<file path="src/rtl/ram_nport_if.sv">
// Bus bundle for ram_nport: read ports, write port and clear control.
// The master drives requests; the slave (the RAM) returns read data, valids and busy.
interface ram_nport_if #(
    parameter int unsigned ADDR_WIDTH = 3,
    parameter int unsigned DATA_WIDTH = 8,
    parameter int unsigned NUM_READ   = 2
);
    logic [NUM_READ-1:0]            r_en;
    logic [NUM_READ*ADDR_WIDTH-1:0] r_addr;
    logic [NUM_READ*DATA_WIDTH-1:0] r_data;
    logic [NUM_READ-1:0]            r_valid;
    logic                           write_enable;
    logic [ADDR_WIDTH-1:0]          w_addr;
    logic [DATA_WIDTH-1:0]          w_data;
    logic                           clear_req;
    logic                           busy;

    modport master (
        output r_en, r_addr, write_enable, w_addr, w_data, clear_req,
        input  r_data, r_valid, busy
    );

    modport slave (
        input  r_en, r_addr, write_enable, w_addr, w_data, clear_req,
        output r_data, r_valid, busy
    );
endinterface

</file>
<file path="src/rtl/ram_nport.sv">
// N-read-port, single-write-port RAM with registered reads and a clear sweep.
// After reset or on clear_req every entry is overwritten with CLEAR_VALUE, one per
// cycle; user accesses are ignored while the sweep runs (busy=1).
// Optional macro RAM_NPORT_BYPASS_EN: write-first read/write collision behaviour.
// Without it, a read of the address being written returns the old contents.
module ram_nport #(
    parameter int unsigned           ADDR_WIDTH  = 3,
    parameter int unsigned           DATA_WIDTH  = 8,
    parameter int unsigned           NUM_READ    = 2,
    parameter logic [DATA_WIDTH-1:0] CLEAR_VALUE = '0
) (
    input logic         clk_i,
    input logic         rst_i,
    ram_nport_if.slave  bus
);
    localparam int unsigned DEPTH = 1 << ADDR_WIDTH;
    localparam logic [ADDR_WIDTH-1:0] LastAddr = ADDR_WIDTH'(DEPTH - 1);

    localparam logic [0:0] StClear = 1'b0;
    localparam logic [0:0] StReady = 1'b1;

    logic [0:0]            state_q, state_d;
    logic [ADDR_WIDTH-1:0] cnt_q, cnt_d;
    logic [DATA_WIDTH-1:0] mem_q [DEPTH];
    logic [DATA_WIDTH-1:0] r_data_q [NUM_READ];
    logic [NUM_READ-1:0]   r_valid_q;
    logic [DATA_WIDTH-1:0] rd_word [NUM_READ];
    logic                  ready;

    assign ready = (state_q == StReady);

    // Sweep sequencer: walk cnt through every entry, then hand over to user traffic.
    always_comb begin
        state_d = state_q;
        cnt_d   = cnt_q;
        if (state_q == StClear) begin
            cnt_d = cnt_q + 1'b1;
            if (cnt_q == LastAddr) begin
                state_d = StReady;
            end
        end else if (bus.clear_req) begin
            state_d = StClear;
            cnt_d   = '0;
        end
    end

    // Sequencer state; reset always restarts a full sweep from entry 0.
    always_ff @(posedge clk_i) begin
        if (rst_i) begin
            state_q <= StClear;
            cnt_q   <= '0;
        end else begin
            state_q <= state_d;
            cnt_q   <= cnt_d;
        end
    end

    // Storage: the sweep owns the write port while clearing; no reset on the array.
    always_ff @(posedge clk_i) begin
        if (!rst_i) begin
            if (state_q == StClear) begin
                mem_q[cnt_q] <= CLEAR_VALUE;
            end else if (bus.write_enable) begin
                mem_q[bus.w_addr] <= bus.w_data;
            end
        end
    end

    // Per-port read word, including the same-cycle write forwarding when enabled.
    always_comb begin
        for (int unsigned i = 0; i < NUM_READ; i++) begin
            rd_word[i] = mem_q[bus.r_addr[i*ADDR_WIDTH +: ADDR_WIDTH]];
`ifdef RAM_NPORT_BYPASS_EN
            if (bus.write_enable && (bus.w_addr == bus.r_addr[i*ADDR_WIDTH +: ADDR_WIDTH])) begin
                rd_word[i] = bus.w_data;
            end
`endif
        end
    end

    // Registered read ports: data updates only on an accepted read, otherwise holds.
    always_ff @(posedge clk_i) begin
        if (rst_i) begin
            r_valid_q <= '0;
            for (int unsigned i = 0; i < NUM_READ; i++) begin
                r_data_q[i] <= '0;
            end
        end else begin
            for (int unsigned i = 0; i < NUM_READ; i++) begin
                if (ready && bus.r_en[i]) begin
                    r_valid_q[i] <= 1'b1;
                    r_data_q[i]  <= rd_word[i];
                end else begin
                    r_valid_q[i] <= 1'b0;
                end
            end
        end
    end

    // Pack the per-port registers onto the bus.
    always_comb begin
        bus.r_data = '0;
        for (int unsigned i = 0; i < NUM_READ; i++) begin
            bus.r_data[i*DATA_WIDTH +: DATA_WIDTH] = r_data_q[i];
        end
    end

    assign bus.r_valid = r_valid_q;
    assign bus.busy    = (state_q == StClear);
endmodule

</file>
<file path="src/flat_wrapper.sv">
// flat-port wrapper written by rule: the top's interface ports become plain ports
module ram_nport_flat 
#(
    parameter int unsigned           ADDR_WIDTH  = 3,
    parameter int unsigned           DATA_WIDTH  = 8,
    parameter int unsigned           NUM_READ    = 2,
    parameter logic [DATA_WIDTH-1:0] CLEAR_VALUE = '0
)
  (clk_i, rst_i, bus_r_en, bus_r_addr, bus_write_enable, bus_w_addr, bus_w_data, bus_clear_req, bus_r_data, bus_r_valid, bus_busy);
  ram_nport_if #(.ADDR_WIDTH(ADDR_WIDTH), .DATA_WIDTH(DATA_WIDTH), .NUM_READ(NUM_READ)) bus_i ();
  input logic clk_i;
  input logic rst_i;
  input wire logic [$bits(bus_i.r_en)-1:0] bus_r_en;
  input wire logic [$bits(bus_i.r_addr)-1:0] bus_r_addr;
  input wire logic [$bits(bus_i.write_enable)-1:0] bus_write_enable;
  input wire logic [$bits(bus_i.w_addr)-1:0] bus_w_addr;
  input wire logic [$bits(bus_i.w_data)-1:0] bus_w_data;
  input wire logic [$bits(bus_i.clear_req)-1:0] bus_clear_req;
  output wire logic [$bits(bus_i.r_data)-1:0] bus_r_data;
  output wire logic [$bits(bus_i.r_valid)-1:0] bus_r_valid;
  output wire logic [$bits(bus_i.busy)-1:0] bus_busy;
  assign bus_i.r_en = bus_r_en;
  assign bus_i.r_addr = bus_r_addr;
  assign bus_i.write_enable = bus_write_enable;
  assign bus_i.w_addr = bus_w_addr;
  assign bus_i.w_data = bus_w_data;
  assign bus_i.clear_req = bus_clear_req;
  assign bus_r_data = bus_i.r_data;
  assign bus_r_valid = bus_i.r_valid;
  assign bus_busy = bus_i.busy;
  ram_nport #(.ADDR_WIDTH(ADDR_WIDTH), .DATA_WIDTH(DATA_WIDTH), .NUM_READ(NUM_READ), .CLEAR_VALUE(CLEAR_VALUE)) u_core (.clk_i(clk_i), .rst_i(rst_i), .bus(bus_i));
endmodule
</file>
<file path="config.mk">
export PLATFORM = sky130hd
export DESIGN_NAME = ram_nport_flat
export DESIGN_NICKNAME = d
export VERILOG_FILES = /design/src/rtl/ram_nport_if.sv /design/src/rtl/ram_nport.sv /design/src/flat_wrapper.sv
export SDC_FILE = /design/constraint.sdc
export NUM_CORES = 1
export LEC_CHECK = 0
export CORE_UTILIZATION = 50
export DETAILED_ROUTE_END_ITERATION = 10
export MAX_ROUTING_LAYER = met4
export PLACE_DENSITY = 0.72
export SYNTH_ARGS = -nofsm -noshare
export SYNTH_HDL_FRONTEND = slang
export SYNTH_SLANG_ARGS = --single-unit
</file>
<file path="constraint.sdc">
create_clock -name clk_i -period 6.9 [get_ports clk_i]
set_input_delay 1.725 -clock clk_i [delete_from_list [all_inputs] [get_ports clk_i]]
set_output_delay 1.725 -clock clk_i [all_outputs]
set_load 0.05 [all_outputs]
</file>
* After elaboration in Yosys (flattened, before gate mapping)
Memory sizes are Yosys's and may differ from the RTL's.
Index checks and enable logic that the tools add are counted.
** Word-level totals
- Bits in registers :: 6
- RAM bits :: 80
- Input bits :: 23
- Output and inout port bits :: 19
- Logic and storage cells :: 39
- Memories kept :: 2
** Operators by class
- $add $sub $neg :: 1
- Equal/unequal tests :: 2
- Multiplexer cells :: 25
- Bitwise operators :: 3
- Reductions and logical operators :: 3
** Memory list
- u_core.mem_q :: words 8, bits a word 8, read ports 2, clocked after Yosys merged registers in 0, write ports 1, line ram_nport.sv:24 : logic [DATA_WIDTH-1:0] mem_q [DEPTH];
- u_core.r_data_q :: words 2, bits a word 8, read ports 2, clocked after Yosys merged registers in 0, write ports 2, line ram_nport.sv:25 : logic [DATA_WIDTH-1:0] r_data_q [NUM_READ];
** Operators by type and width (number)
- 2-to-1 mux 8 bit :: 3
- 2-to-1 mux 1 bit :: 19
- 2-to-1 mux 3 bit :: 3
- OR reduction 8 bit :: 1
- adder 3 x 1 -> 3 bit, second input constant :: 1
- equality test 3 bit, second input constant :: 1
- logical AND 1 bit :: 2
- != test 2 bit, second input constant :: 1
- bitwise OR 1 bit :: 2
- NOT 1 bit :: 1

* Logic depth before layout (Yosys ltp)
- Word-level depth :: 6
- Gate-level depth with buffers :: 5
- Mapped depth without buffers :: 4

* Worst setup path after synthesis
OpenSTA, ideal clock, no wires.
- Path kind :: input-to-reg
- Start point :: input rst_i
- End point :: memory u_core.mem_q[2][0], enable pin
- Setup time :: 383 ps
- Data arrival time :: 3088 ps
- Required time :: 6517 ps
- Slack :: 3428 ps
- Stages :: 4
- Buffers on the path :: 1
- Cells stage by stage :: buf_6 and3b_2 mux2_4 nor3_1
** On the way
- Word-level cells in the longest chain between the ends :: 4
- Elaborated cells between the ends (all ways) :: 7
- Classes of those cells :: mux (6); reduce/logical (1)
** RTL lines
- from (decl) :: line flat_wrapper.sv:12 : input logic rst_i;
- 2-to-1 mux 1 bit :: line ram_nport.sv:60 : if (!rst_i) begin
- 2-to-1 mux 1 bit (implied by the code) :: line ram_nport.sv:64 : mem_q[bus.w_addr] <= bus.w_data;
- OR reduction 8 bit (no source line)
- 2-to-1 mux 3 bit (no source line) / 2-to-1 mux 1 bit (equally long branches)
- to (decl) :: line ram_nport.sv:24
Several ways; a longest one is shown, not always the timed one.

* Worst setup path in the final report
- Start point :: input rst_i
- End point :: memory u_core.mem_q[3][7], enable pin
The elaborated chain is that of the path after synthesis.

==> metrics.cfg <==
[logic_synthesis]
syn_nets=296
synthFlopType=edfxtp_1
synth_top_cell_area_share=0.6032
synth_edf_count=80
syn-instance-count=271
synth.yosys.seq_area_share=0.6334
yosysUniqueCellTypes=30
async_reset_ff_frac=0
yosysWarnings=0
yosysTopAreaCell=edfxtp_1
synth_seq_cells=86
synth.avg_cell_area_sq_um=14.70
netlist_area_sq_um=3983
synth_top_cells_by_area=edfxtp_1 (60%), mux2i_1 (16%), a22oi_1 (6.0%)

[timing]
finalSetupTns_ps=0
worstMarginPinSlew_ps=1120
layout_min_cycle_time_ps=4012
finalHoldViolCount=0
setup_violations=0
finalMaxSlewViolations=0
fmax_ghz=0.2493
post-route-period-util=0.5814
worst_clock_skew_ps=11.01
rsz0062_at_grt=false
relSlewSlack=0.2473

[clock_tree]
cts.sinks=86
worstSkewPairLatency_ps=350
clkTransAtPathRegs_ps=80
cts_buffers=9
cts_hold_buf=0
cts_tree=done
clockRootBuffer=clkbuf_8
postCtsSetupBuffers=0
cts_resized=0
cts_max_level=3
clockBufferDepth=2

[floorplanning]
start_util=0.5154
die_x_microns=91.25
rows=32
die_area_sq_um=8326
chipHeight_microns=91.25
coreArea_sq_um=7727
num_io_pins=42

[placed_design]
gp_congestion=0.8330
dp.final_hpwl_microns=6171
port_buffers=41

[critical_path]
cp_slowest_cell=nor3_1
path_cells=clkdlybuf4s50_1, and3b_2, mux2_4, nor3_1
critPathBufInv=1
cp-start-kind=input pin
required_ps=6860
slowest_delay_ps=910
critical_path_class=in2reg
cp_top_family=simple AND/OR/NAND/NOR gates
cp-end-kind=flip-flop
path_max_fanout=12
crit_arrival_ps=3980

[power_and_ir_drop]
leakage_nw=1.760
power_density_nw_per_um2=224.4
vdd_ir_drop_max_v=0.0001364
p_total_mw=1.032

[global_route]
grt_max_degree=33
gr-total-overflow=0
antenna_found_initial=0
grt_pass1_vias=2285
grt_use_total=0.2169
grt_first_pass_wirelength_microns=12740

[detailed_routing]
wl_per_cell_microns=20.16
avgViaCountPerCell=5.881
drt_pass1_iterations=5
postRouteAntennaNets=0
drt_iter0_drc=190
vias=2417
drc_errors=0
routed_wl_microns=8286

[job]
max_cap_viol_count=0

[cells_and_area]
nets=330
syn_to_final_growth_pct=15.46
drive_above_1_share=0.07443
n_antenna_cell=0

[hold_path]
hold_path.class=reg2reg

[status]
outcome=complete, no violations

## sequential cells by signal, summed over array words and instances (netlist names)
register            cells
u_core.bus.r_valid      2
u_core.cnt_q            3
u_core.mem_q           64
u_core.r_data_q        16
u_core.ready            1
## layout make-up
class                      count  area [sq um]
sequential                    86          2522
tap                          102         127.6
multi-input combinational    166          1348
timing repair buffer          41         400.4
inverter                       1         3.754
clock buffer                  10         137.6
fill                         590          3129
clock inverter                 5         58.81
## routing by layer
metal / vias up / part of all wire / global-route usage
met5: - / 0 / -
met4: 0 / 0.029 / 0.09921
met3: 18 / 0.052 / 0.03518
met2: 103 / 0.45 / 0.3112
met1: 1173 / 0.47 / 0.3048
li1: 1123 / - / -
## synthesized netlist by cell type (2+ instances only)
master,count
nor3_1,8
buf_2,3
nor2_1,4
edfxtp_1,80
nand3b_1,2
a22oi_1,32
ha_1,2
dfxtp_1,6
and3_1,16
buf_1,6
buf_4,6
buf_6,2
nor2b_1,7
mux2_4,2
nand2_1,2
mux2i_1,65
a21o_1,2
and2_1,12
a21oi_1,3
## worst paths after layout
| check | startpoint | endpoint | slack [ps] | cells past startpoint |
|---|---|---|---|---|
| max | rst_i | u_core.mem_q[3][7]$_DFFE_PP_ | 2890 | 4 |
| min | u_core.cnt_q[2]$_SDFFE_PP0P_ | u_core.cnt_q[2]$_SDFFE_PP0P_ | 560 | 2 |
| max reg2reg | u_core.ready$_SDFF_PP0_ | u_core.mem_q[3][7]$_DFFE_PP_ | 4350 | 3 |
| min reg2reg | u_core.cnt_q[2]$_SDFFE_PP0P_ | u_core.cnt_q[2]$_SDFFE_PP0P_ | 560 | 2 |
## worst reg2reg max path: stages, from the launching register on
cell     delay [ps]
dfxtp_1         520
and3b_2         390
mux2_4          350
nor3_1          910
## layout by cell type (no fill, tap or decap), drive strengths merged, types with 3 or more instances in the layout
| cell | instances |
|---|---|
| edfxtp | 80 |
| mux2i | 66 |
| clkdlybuf4s50 | 39 |
| a22oi | 32 |
| and3 | 16 |
| and2 | 12 |
| clkbuf | 10 |
| nor3 | 8 |
| nor2b | 7 |
| dfxtp | 6 |
| nor2 | 4 |
| a21oi | 3 |
## cells by family after synthesis
group,after synthesis,share of synthesized area
and+or+nand+nor,56,0.08357
muxes,68,0.1744
adders and majority gates,2,0.006282
buffers and inverters,19,0.02827
DFF,86,0.6334
AOI/OAI and AO/OA,40,0.07414
## stage by stage
stage / hold slack (ps) / std cells / setup WS (ps) / utilization / area (sq um)
after floorplan: 488.2 / 271 / 3428 / - / 3983
after global placement: 532.2 / 396 / 2639 / 0.5696 / 4402
after detailed placement: 548.3 / 396 / 2478 / 0.5696 / 4402
after CTS: 562.1 / 411 / 2855 / 0.5950 / 4598
after global routing: 581.7 / 411 / 2690 / 0.5950 / 4598
final: 555.3 / 411 / 2888 / 0.5950 / 4598
## power breakdown
part / total (mW) / internal [mW] / switching [mW]
sequential: 0.589 / 0.579 / 0.00937
combinational: 0.0980 / 0.0424 / 0.0557
clock: 0.345 / 0.176 / 0.169
Note: power is estimated with default switching activity, not from simulation.
